[config.mk]
export PLATFORM = sky130hd
export DESIGN_NAME = efuse_prog_seq_flat
export DESIGN_NICKNAME = d
export VERILOG_FILES = /design/src/rtl/efuse_prog_seq_if.sv /design/src/rtl/efuse_prog_seq.sv /design/src/flat_wrapper.sv
export SDC_FILE = /design/constraint.sdc
export NUM_CORES = 1
export LEC_CHECK = 0
export CAP_MARGIN = 5
export CORE_ASPECT_RATIO = 1.2
export CORE_UTILIZATION = 45
export DETAILED_ROUTE_END_ITERATION = 10
export GPL_ROUTABILITY_DRIVEN = 0
export PLACE_DENSITY = 0.82
export REMOVE_ABC_BUFFERS = 1
export SYNTH_ARGS = -nofsm -noshare
export SYNTH_HDL_FRONTEND = slang
export SYNTH_SLANG_ARGS = --single-unit
[constraint.sdc]
create_clock -name clk -period 3.3 [get_ports clk]
set_input_delay 0.66 -clock clk [delete_from_list [all_inputs] [get_ports clk]]
set_output_delay 0.66 -clock clk [all_outputs]
set_load 0.01 [all_outputs]
[src/rtl/efuse_prog_seq_if.sv]
// eFuse macro port bundle: the sequencer drives the master side, the fuse macro
// (or its model) sits on the slave side.
interface efuse_prog_seq_if #(
  parameter int NBITS = 256,
  parameter int DW    = 8
);
  logic                     efuse_pgmen;
  logic                     efuse_rden;
  logic                     efuse_aen;
  logic [$clog2(NBITS)-1:0] efuse_addr;
  logic [DW-1:0]            efuse_d;

  modport master (
    output efuse_pgmen, efuse_rden, efuse_aen, efuse_addr,
    input  efuse_d
  );

  modport slave (
    input  efuse_pgmen, efuse_rden, efuse_aen, efuse_addr,
    output efuse_d
  );
endinterface

[src/rtl/efuse_prog_seq.sv]
// eFuse program/read sequencer: bit-serial programming of a write window and
// word-serial reads of a read window. Optional readback check: EFUSE_PROG_VERIFY_EN.
module efuse_prog_seq #(
  parameter int NBITS = 256,
  parameter int DW    = 8,
  parameter int NW    = 64,
  parameter int NR    = 64,
  parameter int TW    = 10
) (
  input  logic                          clk,
  input  logic                          rst_n,
  input  logic                          read_start,
  input  logic                          write_start,
  input  logic                          abort,
  input  logic [$clog2(NBITS/NR)-1:0]   read_sel,
  input  logic [$clog2(NBITS/NW)-1:0]   write_sel,
  input  logic [TW-1:0]                 rg_trd,
  input  logic [TW-1:0]                 rg_tpgm,
  input  logic [3:0]                    rg_tlow_rd,
  input  logic [3:0]                    rg_tlow_pgm,
  input  logic [NW-1:0]                 write_data,
  output logic [NR-1:0]                 read_data,
  efuse_prog_seq_if.master              efuse,
  output logic                          busy,
  output logic                          read_done,
  output logic                          write_done,
  output logic                          aborted,
  output logic                          verify_err
);

  localparam int AW     = $clog2(NBITS);
  localparam int IW     = $clog2(NW + NR) + 1;
  localparam int RWORDS = NR / DW;
  localparam int VWORDS = NW / DW;

  typedef enum logic [2:0] {
    S_IDLE,
    S_SETUP,
    S_PULSE,
    S_RECOV,
    S_VERIFY
  } state_t;

  state_t        state;
  state_t        state_nx;

  logic          op_wr;
  logic          vfy;
  logic [AW-1:0] addr;
  logic [IW-1:0] idx;
  logic [IW-1:0] last_idx;
  logic [TW-1:0] cnt;
  logic [TW-1:0] t_pulse;
  logic [TW-1:0] t_recov;
  logic [TW-1:0] trd_q;
  logic [TW-1:0] tpgm_q;
  logic [3:0]    tlow_rd_q;
  logic [3:0]    tlow_pgm_q;
  logic [NW-1:0] wsh;
  logic          wr_phase;
  logic          pulse_last;
  logic          recov_last;
  logic          item_last;
  logic          accept_rd;
  logic          accept_wr;
  logic          finish;
  logic          abort_hit;

`ifdef EFUSE_PROG_VERIFY_EN
  logic [NW-1:0]                 wdata;
  logic [$clog2(NBITS/NW)-1:0]   wsel_q;
  logic                          verr;

  // Readback word k lands k words below the top of read_data (first word in MSBs).
  function automatic logic readback_miss(input logic [NW-1:0] w, input logic [NR-1:0] r);
    logic miss;
    miss = 1'b0;
    for (int i = 0; i < NW; i++) begin
      if (w[i] && !r[(VWORDS - 1 - i / DW) * DW + i % DW]) miss = 1'b1;
    end
    return miss;
  endfunction
`endif

  // Programming phase vs. read/verify phase selects timing and item count.
  assign wr_phase   = op_wr & ~vfy;
  assign t_pulse    = wr_phase ? tpgm_q : trd_q;
  assign t_recov    = wr_phase ? (wsh[0] ? TW'(tlow_pgm_q) : '0) : TW'(tlow_rd_q);
  assign last_idx   = wr_phase ? IW'(NW - 1) : (vfy ? IW'(VWORDS - 1) : IW'(RWORDS - 1));
  assign pulse_last = (cnt == t_pulse);
  assign recov_last = (cnt == t_recov);
  assign item_last  = (idx == last_idx);

  always_ff @(posedge clk) begin
    if (!rst_n) state <= S_IDLE;
    else        state <= state_nx;
  end

  always_comb begin
    state_nx  = state;
    accept_rd = 1'b0;
    accept_wr = 1'b0;
    finish    = 1'b0;
    abort_hit = 1'b0;
    unique case (state)
      S_IDLE: begin
        if (write_start) begin
          accept_wr = 1'b1;
          state_nx  = S_SETUP;
        end else if (read_start) begin
          accept_rd = 1'b1;
          state_nx  = S_SETUP;
        end
      end
      S_SETUP: begin
        if (!op_wr)                 state_nx = S_PULSE;
        else if (write_data == '0) begin
          state_nx = S_IDLE;
          finish   = 1'b1;
        end else if (write_data[0]) state_nx = S_PULSE;
        else                        state_nx = S_RECOV;
      end
      S_PULSE: begin
        if (pulse_last) state_nx = S_RECOV;
      end
      S_RECOV: begin
        if (recov_last) begin
          if (item_last) begin
`ifdef EFUSE_PROG_VERIFY_EN
            if (wr_phase) begin
              state_nx = S_VERIFY;
            end else begin
              state_nx = S_IDLE;
              finish   = 1'b1;
            end
`else
            state_nx = S_IDLE;
            finish   = 1'b1;
`endif
          end else if (wr_phase && !wsh[1]) begin
            // Next bit is 0: skip the pulse, spend a single recovery cycle on it.
            state_nx = S_RECOV;
          end else begin
            state_nx = S_PULSE;
          end
        end
      end
      S_VERIFY: state_nx = S_PULSE;
      default:  state_nx = S_IDLE;
    endcase
    if (abort && state != S_IDLE) begin
      state_nx  = S_IDLE;
      finish    = 1'b0;
      abort_hit = 1'b1;
    end
  end

  // Operands and timing captured once in SETUP; later input changes are ignored.
  always_ff @(posedge clk) begin
    if (state == S_SETUP) begin
      tpgm_q     <= rg_tpgm;
      trd_q      <= rg_trd;
      tlow_pgm_q <= rg_tlow_pgm;
      tlow_rd_q  <= rg_tlow_rd;
`ifdef EFUSE_PROG_VERIFY_EN
      wdata      <= write_data;
      wsel_q     <= write_sel;
`endif
    end
    if (state == S_SETUP)                  wsh <= write_data;
    else if (state == S_RECOV && recov_last) wsh <= wsh >> 1;
  end

  always_ff @(posedge clk) begin
    if (!rst_n) begin
      op_wr      <= 1'b0;
      vfy        <= 1'b0;
      addr       <= '0;
      idx        <= '0;
      cnt        <= '0;
      read_data  <= '0;
      read_done  <= 1'b0;
      write_done <= 1'b0;
      aborted    <= 1'b0;
`ifdef EFUSE_PROG_VERIFY_EN
      verr       <= 1'b0;
`endif
    end else begin
      if (accept_rd || accept_wr) begin
        op_wr      <= accept_wr;
        vfy        <= 1'b0;
        read_done  <= 1'b0;
        write_done <= 1'b0;
        aborted    <= 1'b0;
`ifdef EFUSE_PROG_VERIFY_EN
        verr       <= 1'b0;
`endif
        if (accept_rd) read_data <= '0;
      end
      unique case (state)
        S_SETUP: begin
          cnt  <= '0;
          idx  <= '0;
          addr <= op_wr ? AW'(NW * int'(write_sel)) : AW'(RWORDS * int'(read_sel));
        end
        S_PULSE: begin
          if (pulse_last) begin
            cnt <= '0;
            if (!wr_phase) read_data <= {read_data[NR-DW-1:0], efuse.efuse_d};
          end else begin
            cnt <= cnt + 1'b1;
          end
        end
        S_RECOV: begin
          if (recov_last) begin
            cnt  <= '0;
            idx  <= idx + 1'b1;
            addr <= addr + 1'b1;
          end else begin
            cnt <= cnt + 1'b1;
          end
        end
        S_VERIFY: begin
          cnt <= '0;
          idx <= '0;
`ifdef EFUSE_PROG_VERIFY_EN
          addr      <= AW'(VWORDS * int'(wsel_q));
          read_data <= '0;
`endif
        end
        default: ;
      endcase
      if (state_nx == S_VERIFY) vfy <= 1'b1;
      if (finish) begin
        if (op_wr) write_done <= 1'b1;
        else       read_done  <= 1'b1;
`ifdef EFUSE_PROG_VERIFY_EN
        if (op_wr) verr <= vfy & readback_miss(wdata, read_data);
`endif
      end
      if (abort_hit) aborted <= 1'b1;
    end
  end

  assign busy              = (state != S_IDLE);
  assign efuse.efuse_aen   = (state == S_PULSE);
  assign efuse.efuse_pgmen = busy & wr_phase;
  assign efuse.efuse_rden  = busy & ~wr_phase;
  assign efuse.efuse_addr  = addr;

`ifdef EFUSE_PROG_VERIFY_EN
  assign verify_err = verr;
`else
  assign verify_err = 1'b0;
`endif

endmodule

[src/flat_wrapper.sv]
// flat-port wrapper written by rule: the top's interface ports become plain ports
module efuse_prog_seq_flat 
#(
  parameter int NBITS = 256,
  parameter int DW    = 8,
  parameter int NW    = 64,
  parameter int NR    = 64,
  parameter int TW    = 10
)
  (clk, rst_n, read_start, write_start, abort, read_sel, write_sel, rg_trd, rg_tpgm, rg_tlow_rd, rg_tlow_pgm, write_data, read_data, busy, read_done, write_done, aborted, verify_err, efuse_efuse_pgmen, efuse_efuse_rden, efuse_efuse_aen, efuse_efuse_addr, efuse_efuse_d);
  efuse_prog_seq_if #(.NBITS(NBITS), .DW(DW)) efuse_i ();
  input  logic clk;
  input  logic rst_n;
  input  logic read_start;
  input  logic write_start;
  input  logic abort;
  input  logic [$clog2(NBITS/NR)-1:0] read_sel;
  input  logic [$clog2(NBITS/NW)-1:0] write_sel;
  input  logic [TW-1:0] rg_trd;
  input  logic [TW-1:0] rg_tpgm;
  input  logic [3:0] rg_tlow_rd;
  input  logic [3:0] rg_tlow_pgm;
  input  logic [NW-1:0] write_data;
  output logic [NR-1:0] read_data;
  output logic busy;
  output logic read_done;
  output logic write_done;
  output logic aborted;
  output logic verify_err;
  output wire logic [$bits(efuse_i.efuse_pgmen)-1:0] efuse_efuse_pgmen;
  output wire logic [$bits(efuse_i.efuse_rden)-1:0] efuse_efuse_rden;
  output wire logic [$bits(efuse_i.efuse_aen)-1:0] efuse_efuse_aen;
  output wire logic [$bits(efuse_i.efuse_addr)-1:0] efuse_efuse_addr;
  input wire logic [$bits(efuse_i.efuse_d)-1:0] efuse_efuse_d;
  assign efuse_efuse_pgmen = efuse_i.efuse_pgmen;
  assign efuse_efuse_rden = efuse_i.efuse_rden;
  assign efuse_efuse_aen = efuse_i.efuse_aen;
  assign efuse_efuse_addr = efuse_i.efuse_addr;
  assign efuse_i.efuse_d = efuse_efuse_d;
  efuse_prog_seq #(.NBITS(NBITS), .DW(DW), .NW(NW), .NR(NR), .TW(TW)) u_core (.clk(clk), .rst_n(rst_n), .read_start(read_start), .write_start(write_start), .abort(abort), .read_sel(read_sel), .write_sel(write_sel), .rg_trd(rg_trd), .rg_tpgm(rg_tpgm), .rg_tlow_rd(rg_tlow_rd), .rg_tlow_pgm(rg_tlow_pgm), .write_data(write_data), .read_data(read_data), .efuse(efuse_i), .busy(busy), .read_done(read_done), .write_done(write_done), .aborted(aborted), .verify_err(verify_err));
endmodule
==> results of run 1 <==
## registers in the layout, indices dropped and copies added (netlist names)
register	cells
u_core.tpgm_q	10
u_core.efuse.efuse_addr	8
u_core.op_wr	1
u_core.aborted	1
u_core.read_data	64
u_core.read_done	1
u_core.idx	8
u_core.tlow_pgm_q	4
u_core.trd_q	10
u_core.write_done	1
u_core.vfy	1
u_core.state	3
u_core.cnt	10
u_core.tlow_rd_q	4
u_core.wsh	64
## worst max-delay path: stages, from the launching register on
cell	delay [ns]
dfxtp_1	0.45
nand2b_1	0.60
buf_4	0.23
o211a_1	0.14
o221ai_1	0.13
nor4_2	0.36
nand4_1	0.21
buf_12	0.28
nand4_1	0.18
o21ai_0	0.12
## cell families after synthesis
family                     synth area share, %
muxes                                    0.835
and+or+nand+nor                           26.1
other                                   0.0447
AOI/OAI and AO/OA                         9.19
DFF                                       56.3
buffers and inverters                     4.55
xor gates and xnor gates                  2.51
adders and majority gates                0.447
## final timing paths
path         slack, ns                 start  cells after the start                    to
max               0.36            u_core.vfy                      9  u_core.read_data[16]
min               0.46  u_core.read_data[58]                      2  u_core.read_data[58]
max reg2reg       0.36            u_core.vfy                      9  u_core.read_data[16]
min reg2reg       0.46  u_core.read_data[58]                      2  u_core.read_data[58]
## placed cells by master (no fill, tap or decap), drive strengths merged, types with 13 or more instances in the layout
| cell type | synthesis | final |
|---|---|---|
| edfxtp | 92 | 92 |
| inv | 13 | 20 |
| clkdlybuf4s50 | 0 | 186 |
| nand3 | 17 | 17 |
| nor2 | 27 | 27 |
| nor4 | 22 | 22 |
| nand2 | 274 | 274 |
| dfxtp | 98 | 98 |
| clkbuf | 44 | 17 |
| o21ai | 81 | 81 |
| buf | 26 | 13 |
| xnor2 | 13 | 13 |
| nand4 | 75 | 75 |
| a21oi | 16 | 16 |
## cell usage after synthesis, types with 3 or more instances
library cell	count	area [µm²]
a21boi_0	4	30.0
a21oi_1	15	75.1
and2_1	7	43.8
and3_1	9	56.3
and4b_1	4	40.0
buf_1	11	41.3
buf_2	7	35.0
buf_6	6	67.6
clkbuf_1	43	161
dfxtp_1	98	1960
edfxtp_1	92	2760
ha_1	3	37.5
inv_1	12	45.0
mux2i_1	7	70.1
nand2_1	274	1030
nand2b_1	5	31.3
nand3_1	17	85.1
nand3b_1	3	22.5
nand4_1	75	469
nor2_1	27	101
nor2b_1	8	50.1
nor3_1	6	30.0
nor4_1	21	131
o21ai_0	61	305
o21ai_1	20	100
o22ai_1	6	37.5
o2bb2ai_1	3	26.3
xnor2_1	13	114
xor2_1	11	96.3
## power breakdown
group	internal, W	switching, W	total, W
sequential	0.00251	0.0000270	0.00254
clock	0.00114	0.000953	0.00210
combinational	0.000201	0.000211	0.000412
total	0.00385	0.00119	0.00504
## stage by stage
step	area [µm²]	setup TNS, ns	utilization [%]
detailed placement	10400	0	56.7
global route	11000	0	60.0
floorplan	8060	-214.46	-
finish	11000	0	60.0
CTS	11000	0	60.0
global placement	10400	0	56.7
## routing by layer
metal / wire, µm / track usage (%) / up-vias / part of all wire, %
li1: - / - / 3484 / -
met1: 8420 / 25.8 / 3253 / 42
met5: 0 / 0 / - / 0
met2: 10100 / 35.6 / 217 / 51
met3: 924 / 4.11 / 34 / 4.6
met4: 473 / 8.31 / 0 / 2.4
## final cells by class
cell class | instances | area (µm²) | share of cell area, %
Multi-Input combinational cell | 633 | 3290 | 30.0
Timing Repair Buffer | 199 | 2010 | 18.3
Clock inverter | 15 | 174 | 1.59
Sequential cell | 190 | 4720 | 43.1
Clock buffer | 17 | 425 | 3.88
Inverter | 13 | 48.8 | 0.446
Tap cell | 224 | 280 | 2.56
==> results_dict.tcl, run 1 <==
set metrics [dict create \
    status "finished, final reports clean" \
    final_layout_size_suffix_gt1_share_pct 5.25 \
    post_cts_buffers 0 \
    grt_antenna_before_repair 0 \
    power_density_mw_per_mm2 461 \
    fp.dieW_um 127 \
    synthDistinctLibCells 60 \
    synth_area_mm2 0.00839 \
    cts_buffers 17 \
    path_max_fanout 128 \
    setup_viol 0 \
    grt_max_degree 129 \
    ctsHoldBuffers 0 \
    std_cell_rows 54 \
    peakVddDrop_mv 0.347 \
    dr.pass1.iters 5 \
    ant_nets 0 \
    initial_core_util_pct 46.0 \
    via_per_inst 5.41 \
    clk-insertion-delay-late_ns 0.43 \
    synthFlopType "dfxtp_1" \
    clk_pin_slew_ns 0.07 \
    wire_per_inst_um 15.4 \
    grt-ovfl-total 0 \
    vias 6988 \
    min_path_type "flop to flop" \
    synth.avg_cell_area_um2 9.27 \
    drc 0 \
    slew_viol_final 0 \
    critPathLaunchType "flop" \
    whs_ns 0.462 \
    timing.max_cap.violations 0 \
    core_area_mm2 0.0182 \
    finalNonFillerCells 1291 \
    finalCriticalPeriod_ns 2.94 \
    synth_edf_count 92 \
    drtIter0Drc 637 \
    synthToLayoutAreaGrowth_pct 30.5 \
    ys_seq_elements 190 \
    fillers 1529 \
    worst_slew_pin_slew_ns 1.02 \
    ios 189 \
    rsz0062_at_grt "no" \
    fp.dieH_um 152 \
    n_antenna_cell 0 \
    fin_crit_sh_pct 89.1 \
    max_slew_margin_pct 32.2 \
    finalClockSkew_ns 0.0103 \
    hold_violations 0 \
    clkSinkCount 190 \
    portBuffers 187 \
    grt_pass1_vias 6364 \
    grtUsageTotal_pct 20.7 \
    leakagePower_nw 3.90 \
    ctsResizeCount 0 \
    async_flop_share_pct 0 \
    worstPathArrival_ns 3.23 \
    fmax_mhz 340 \
    clock_path_buffers 2 \
    critPathRequiredTime_ns 3.59 \
    die_area_mm2 0.0192 \
    cts_tree "yes" \
    ys_warn_count 0 \
    dp_hpwl_um 13600 \
    cp-end-kind "flop" \
    total_power_w 0.00504 \
    fin_ws_ns 0.361 \
    synth_seq_area_share_pct 56.3 \
    worstSetupPathType "flop to flop" \
    cts_root_buffer "clkbuf_16" \
    grt_pass1_wl_um 31300 \
    fin_nets 1166 \
    synth_cells 905 \
    cts_max_level 4 \
    placed_cells 1259 \
    finalWirelength_um 19900 \
    pre_cts_slack_ns 0.351 \
]
(Power assumes the default switching activity.)
==> inputs of run 2 (changes only) <==
Settings changed: CELL_PAD_IN_SITES_DETAIL_PLACEMENT set to 0, CELL_PAD_IN_SITES_GLOBAL_PLACEMENT set to 1, CORE_UTILIZATION 45 to 34, CTS_CLUSTER_SIZE set to 30.
==> run 2 against run 1 <==
Sequential share of layout area is 0.25 points lower; largest cell class unchanged; cell count is 7.4% higher; sequential power hardly changed; clock-buffer cell count stayed put; critical path depth is 6 lower; combinational power hardly changed.
==> results_dict.tcl, run 2 (synthesized netlist as in run 1, its figures left out) <==
set metrics [dict create \
    status "finished, final reports clean" \
    ctsResizeCount 0 \
    finalClockSkew_ns 0.0121 \
    worstSetupPathType "flop to primary output" \
    multi_input_area_mm2 0.00329 \
    initial_core_util_pct 34.9 \
    dp_hpwl_um 14600 \
    reg_top3 "u_core.read_data x64, u_core.wsh x64" \
    max_slew_margin_pct 28.2 \
    fin_nets 1165 \
    fp.dieW_um 145 \
    final_layout_size_suffix_gt1_share_pct 5.07 \
    r2r-end "u_core.read_data[10]" \
    whs_ns 0.460 \
    cts_root_buffer "clkbuf_16" \
    worst_slew_pin_slew_ns 1.08 \
    path_max_fanout 13 \
    n_antenna_cell 0 \
    cts_max_level 4 \
    clk-insertion-delay-late_ns 0.44 \
    rrSetupSlack_ns 0.59 \
    crit-reg2reg-launch "u_core.vfy" \
    clkSinkCount 190 \
    final_cell_mix "nand2_1 (274), clkdlybuf4s50_1 (186), dfxtp_1 (98)" \
    setup_viol 0 \
    clk_pin_slew_ns 0.07 \
    power_frac_comb_pct 8.3 \
    power_density_mw_per_mm2 453 \
    grt_max_degree 129 \
    fmax_mhz 349 \
    internal_power_w 0.00378 \
    regArea_mm2 0.00472 \
    total_power_w 0.00499 \
    peakVddDrop_mv 0.314 \
    fp.dieH_um 174 \
    fin_util_pct 45.8 \
    netSwitchingFraction_pct 24.3 \
    fillers 2349 \
    synthToLayoutAreaGrowth_pct 31.3 \
    ctsHoldBuffers 0 \
    ios 189 \
    portBuffers 187 \
    core_area_mm2 0.0240 \
    drc 0 \
    hp-start "u_core.read_data[58]" \
    dr.pass1.iters 5 \
    grt_pass1_vias 6521 \
    rsz0062_at_grt "no" \
    grt-ovfl-total 0 \
    slew_viol_final 0 \
    drtIter0Drc 429 \
    dpl_cell_area_mm2 0.0104 \
    ff2ff_path_depth 8 \
    grtUsageTotal_pct 16.9 \
    via_per_inst 4.90 \
    clkPwrFrac_pct 40.8 \
    std_cell_rows 62 \
    finalWirelength_um 21400 \
    leakagePower_nw 3.88 \
    grt_antenna_before_repair 0 \
    min_path_type "flop to flop" \
    finalCriticalPeriod_ns 2.87 \
    clock_path_buffers 2 \
    hold_violations 0 \
    critPathRequiredTime_ns 2.64 \
    die_area_mm2 0.0253 \
    final_common_cell "nand2_1" \
    post_cts_buffers 0 \
    ant_nets 0 \
    grt_pass1_wl_um 33800 \
    critPathLaunchType "flop" \
    worstHoldPathCells 2 \
    fin_crit_sh_pct 86.9 \
    worstPathArrival_ns 2.21 \
    cts_buffers 17 \
    whs_endpoint "u_core.read_data[58]" \
    final_area_mm2 0.0110 \
    vias 6794 \
    timing.max_cap.violations 0 \
    cp-end-kind "primary output" \
    power.switching_w 0.00121 \
    cts_tree "yes" \
    pwr-share-seq_pct 50.9 \
    wire_per_inst_um 15.5 \
]
==> run 2: worst max-delay path by stage <==
stage / slack, ns / depth (start not counted) / to / from
after floorplan: -1.81 / 6 / u_core.read_data[10] / u_core.op_wr
after global placement: 0.22 / 7 / u_core.state[1] / write_data[32]
after detailed placement: 0.27 / 7 / u_core.state[1] / write_data[32]
after CTS: 0.40 / 3 / busy / u_core.state[1]
after global routing: 0.33 / 3 / busy / u_core.state[1]
final: 0.43 / 3 / busy / u_core.state[1]
==> run 2: power groups by stage <==
stage	sequential [W]	clock [W]	combinational (W)
after floorplan	0.00259	0	0.000161
after global placement	0.00259	0	0.000411
after detailed placement	0.00259	0	0.000413
after CTS	0.00254	0.00208	0.000416
after global routing	0.00254	0.00218	0.000451
final	0.00254	0.00204	0.000413
==> run 2: routing by layer <==
layer	track usage, %	share of wire, %	vias up
met5	0	0	-
met4	6.45	1.9	0
met3	2.86	2.7	22
met2	30.9	53	114
met1	19.5	42	3187
li1	-	-	3471
==> run 2: through the flow <==
step / worst slack, ns / TNS (ns) / instances
floorplan: -1.81 / -214.46 / 836
global placement: 0.215 / 0 / 1354
detailed placement: 0.273 / 0 / 1354
CTS: 0.396 / 0 / 1386
global route: 0.333 / 0 / 1386
finish: 0.433 / 0 / 1386
==> run 2: worst max-delay path, cell delays in order, from the launching register on <==
cell             delay (ns)
dfxtp_1                0.42
nor3_2                 0.64
inv_1                  0.19
clkdlybuf4s50_1        0.53
==> run 2: final cells by class <==
cell class / instances / area share [%]
Sequential cell: 190 / 42.9
Multi-Input combinational cell: 633 / 29.9
Timing Repair Buffer: 198 / 17.9
Clock buffer: 17 / 3.86
Tap cell: 320 / 3.63
Clock inverter: 15 / 1.35
Inverter: 13 / 0.454
==> RTL change 1, RTL diff (flow settings as in run 1) <==
Make the reset (`rst_n`) asynchronous in 2 clocked blocks.
--- a/src/rtl/efuse_prog_seq.sv
+++ b/src/rtl/efuse_prog_seq.sv
@@ -91,7 +91,7 @@
   assign recov_last = (cnt == t_recov);
   assign item_last  = (idx == last_idx);
 
-  always_ff @(posedge clk) begin
+  always_ff @(posedge clk or negedge rst_n) begin
     if (!rst_n) state <= S_IDLE;
     else        state <= state_nx;
   end
@@ -171,7 +171,7 @@
     else if (state == S_RECOV && recov_last) wsh <= wsh >> 1;
   end
 
-  always_ff @(posedge clk) begin
+  always_ff @(posedge clk or negedge rst_n) begin
     if (!rst_n) begin
       op_wr      <= 1'b0;
       vfy        <= 1'b0;
Behaviour: differs if rst_n is asserted again (counterexample within 4 cycles, from zero or initial values and one cycle with rst_n low); with rst_n held inactive, the same outputs for 4 cycles.
==> RTL change 1 against run 1 <==
- sequential cell count did not move
- final area rose by 5.8%
- routed wire length fell by 0.46%
- synthesized area rose by 5.9%
- setup slack got worse by 0.10 ns
- core utilization rose by 0.75 points
Power is not compared: it rests on default switching activity, and its combinational part moved more than twofold at a synthesized area within 25%.
==> RTL change 1: results <==
set metrics [dict create \
    max_freq_mhz 329 \
    ys_seq_area_share_pct 58.7 \
    status "complete, no violations" \
    root_buffer "clkbuf_16" \
    synth_area_leaders "edfxtp_1 31%, dfrtp_1 28%, nand2_1 12%" \
    ys_async_sr_fraction_pct 51.6 \
    grt_use_met1_pct 24.9 \
    hold_path_class "input port to async pin" \
    ys_types 59 \
    synth_flop_cell "dfrtp_1" \
    pg_seq_w 0.00285 \
    hpwl_um 14300 \
    cp.arrival_ns 2.38 \
    finalNetCount 1147 \
    maxSlewHeadroom_pct 54.8 \
    dpl_cell_area_um2 11000 \
    cp-startpoint "u_core.state[0]" \
    routed_wl_um 19800 \
    wl_met2_um 10100 \
    fin_skew_ns 0.0117 \
    drive_above_1_share_pct 5.82 \
    worstPathMaxFanout 11 \
    r2r_end "u_core.read_data[3]" \
    grt_max_degree 94 \
    pre_cts_ws_ns 0.144 \
    initialDrtViolationCount 334 \
    rrSetupSlack_ns 0.74 \
    rr_startpoint "u_core.vfy" \
    track_usage_pct 20.7 \
    grt_pass1_wl_um 32600 \
    met2_usage_pct 36.0 \
    vias 6687 \
    pwr-share-seq_pct 47.3 \
    ff2ff_path_depth 7 \
    use_met3_pct 5.42 \
    fillers 1577 \
    wl_met1_um 8070 \
    met3_length_um 1480 \
    synth_commonest_cells "286 x nand2_1, 98 x dfrtp_1, 92 x edfxtp_1" \
]
RTL change 1: changes by cell type in the layout (fill, tap and decap cells not counted), sizes merged, moves of 7 or more:
cell | run 1 | this run
dfrtp | 0 | 98
dfxtp | 98 | 0
o21ai | 81 | 11
mux2i | 7 | 76
nand4 | 75 | 9
inv | 20 | 80
nand2 | 274 | 286
xor2 | 11 | 22
nand3 | 17 | 8
nor3 | 7 | 15
xnor2 | 13 | 5
nor2 | 27 | 20
RTL change 1: layout make-up:
type                    count  area share, %
flip-flops and latches    190           45.0
inverters                  73           2.37
multi-input cells         555           27.4
clock buffers              17           3.67
repair buffers            198           17.4
well taps                 256           2.76
clock inverters            15           1.44
RTL change 1: cell families (layout without fill, tap and decap cells):
logic type,Yosys count,in the layout,synth area share [%]
and+or+nand+nor,393,393,19.5
muxes,76,76,8.57
buffers and inverters,117,303,5.79
adders and majority gates,4,4,0.535
DFF,190,190,58.7
AOI/OAI and AO/OA,53,53,4.14
xor gates and xnor gates,27,27,2.66
other,1,2,0.0422
RTL change 1: critical path: stages (launching register included):
cell,delay (ns)
dfrtp_1,0.51
or2_2,0.34
nor2_1,0.34
inv_1,0.19
clkdlybuf4s50_1,0.56
RTL change 1: through the flow:
| stage | instances | hold WS (ns) | utilization [%] |
|---|---|---|---|
| after floorplan | 818 | 0.364 | - |
| after global placement | 1272 | 0.475 | 57.7 |
| after detailed placement | 1272 | 0.483 | 57.7 |
| after CTS | 1304 | 0.230 | 60.8 |
| after global routing | 1304 | 0.257 | 60.8 |
| final | 1304 | 0.221 | 60.8 |
RTL change 1: how the worst max path moves through the flow:
stage	end	depth (start not counted)
global placement	u_core.state[1]	7
floorplan	u_core.efuse.efuse_addr[6]	6
CTS	busy	4
detailed placement	u_core.state[1]	7
finish	busy	4
global route	busy	4
==> RTL change 2, RTL diff (flow settings as in run 1) <==
Without the edit above. `NW` is set to 64 in 2 places; all go to 128.
--- a/src/rtl/efuse_prog_seq.sv
+++ b/src/rtl/efuse_prog_seq.sv
@@ -3,7 +3,7 @@
 module efuse_prog_seq #(
   parameter int NBITS = 256,
   parameter int DW    = 8,
-  parameter int NW    = 64,
+  parameter int NW    = 128,
   parameter int NR    = 64,
   parameter int TW    = 10
 ) (
--- a/src/flat_wrapper.sv
+++ b/src/flat_wrapper.sv
@@ -3,7 +3,7 @@
 #(
   parameter int NBITS = 256,
   parameter int DW    = 8,
-  parameter int NW    = 64,
+  parameter int NW    = 128,
   parameter int NR    = 64,
   parameter int TW    = 10
 )
Ports: changed (resized write_data and write_sel); port bits go from 189 to 252. The function was not compared with the original's and may differ.
==> RTL change 2 against run 1 <==
- synthesized area grew 33%
- global-route usage grew 1.4 points
- sequential share of layout area grew 1.7 points
- setup slack lost 0.0080 ns
- routed wire length grew 43%
- power grew 39%
- final area grew 36%
- cell count grew 36%
- non-clock buffer count grew 76
- sequential cell count grew 65
- critical path type unchanged
- largest cell class unchanged
- highest routed layer unchanged
==> RTL change 2: results <==
set metrics [dict create \
    status "complete, no violations" \
    cts.clk_slew.worst_paths_ns 0.06 \
    dpl_cell_area_um2 14000 \
    clockBufferDepth 3 \
    finalNetCount 1590 \
    grt_max_degree 132 \
    hpwl_um 19600 \
    root_buffer "clkbuf_16" \
    wl_per_cell_um 16.2 \
    track_usage_pct 22.2 \
    cp.arrival_ns 3.35 \
    yosysWarnings 0 \
    ys_seq_area_share_pct 59.7 \
    setup_ws_ns 0.353 \
    tightest_slew_ns 0.896 \
    pre_cts_ws_ns 0.385 \
    ff2ff_path_depth 8 \
    dr.pass1.iters 5 \
    numCtsBuffers 27 \
    via_per_inst 5.36 \
    post-cts-setup-buffers 0 \
    hold_depth 2 \
    drive_above_1_share_pct 5.64 \
    ys_async_sr_fraction_pct 0 \
    synth_edf_count 156 \
    synth_area_leaders "edfxtp_1 42%, dfxtp_1 18%, nand2_1 16%" \
    synth_commonest_cells "471 x nand2_1, 156 x edfxtp_1, 99 x dfxtp_1" \
    max-vdd-ir-drop_uv 443 \
    antenna_found_initial 1 \
    grt_pass1_vias 9042 \
    min_to "u_core.read_data[47]" \
    largestRegisters "u_core.wsh (128), u_core.read_data (64)" \
    h-tree-depth 1 \
    post_cts_resized 0 \
    worstPathMaxFanout 61 \
    leakagePower_nw 5.53 \
    met2_usage_pct 38.4 \
    worstHoldStart "u_core.read_data[39]" \
    r2r_end "u_core.read_data[10]" \
    ant_nets 0 \
    cp-startpoint "u_core.vfy" \
    wl_met1_um 11300 \
    worst_path_max_delay_cell "or4_4" \
    grt_use_met1_pct 26.9 \
    met3_length_um 1700 \
    use_met3_pct 3.47 \
    port_buffers 250 \
    routed.top_layer "met4" \
    wl_met2_um 14200 \
    grt_pass1_wl_um 45600 \
    fin_skew_ns 0.0188 \
    initialDrtViolationCount 560 \
    crit_path_max_incr_delay_ns 0.66 \
    synth_flop_cell "edfxtp_1" \
    clock_latency_ns 0.54 \
    hold_path_class "flop to flop" \
    ys_types 51 \
]
RTL change 2: cell families after synthesis:
| group | synth area share, % |
|---|---|
| compound gates | 5.79 |
| xor+xnor | 2.51 |
| fa+ha+maj | 0.336 |
| buf+inv | 3.46 |
| flops | 59.7 |
| mux | 0.448 |
| other cells | 0.0336 |
| simple gates | 27.7 |
RTL change 2: power by group:
group,internal (W),switching (W),leakage (nW)
sequential,0.00343,0.0000258,2.21
clock,0.00176,0.00125,0.431
combinational,0.000280,0.000266,2.88
RTL change 2: area by class of cell:
class | count | area (um2)
Tap cell | 320 | 400
Clock inverter | 15 | 144
Antenna cell | 1 | 2.50
Multi-Input combinational cell | 849 | 4140
Inverter | 7 | 28.8
Timing Repair Buffer | 275 | 2740
Sequential cell | 255 | 6670
Fill cell | 1950 | 9260
Clock buffer | 35 | 747
RTL change 2: worst max path at each step:
| stage | end | cells past startpoint |
|---|---|---|
| floorplan | u_core.wsh[0] | 3 |
| CTS | u_core.read_data[18] | 8 |
| detailed placement | u_core.read_data[18] | 8 |
| global route | u_core.read_data[10] | 8 |
| global placement | u_core.state[1] | 7 |
| finish | u_core.read_data[10] | 8 |
RTL change 2: per-stage QoR:
| stage | hold slack [ns] | cells |
|---|---|---|
| 6_report | 0.460 | 1757 |
| 3_5_place_dp | 0.454 | 1706 |
| 3_3_place_gp | 0.446 | 1706 |
| 4_1_cts | 0.464 | 1756 |
| 2_1_floorplan | 0.447 | 1111 |
| 5_1_grt | 0.477 | 1757 |
RTL change 2: worst max-delay path: cells and delay by family, from the launching register on:
kind,cells,cell delay (ns)
buf+inv,1,0.26
flops,1,0.43
compound gates,2,0.21
simple gates,5,1.89
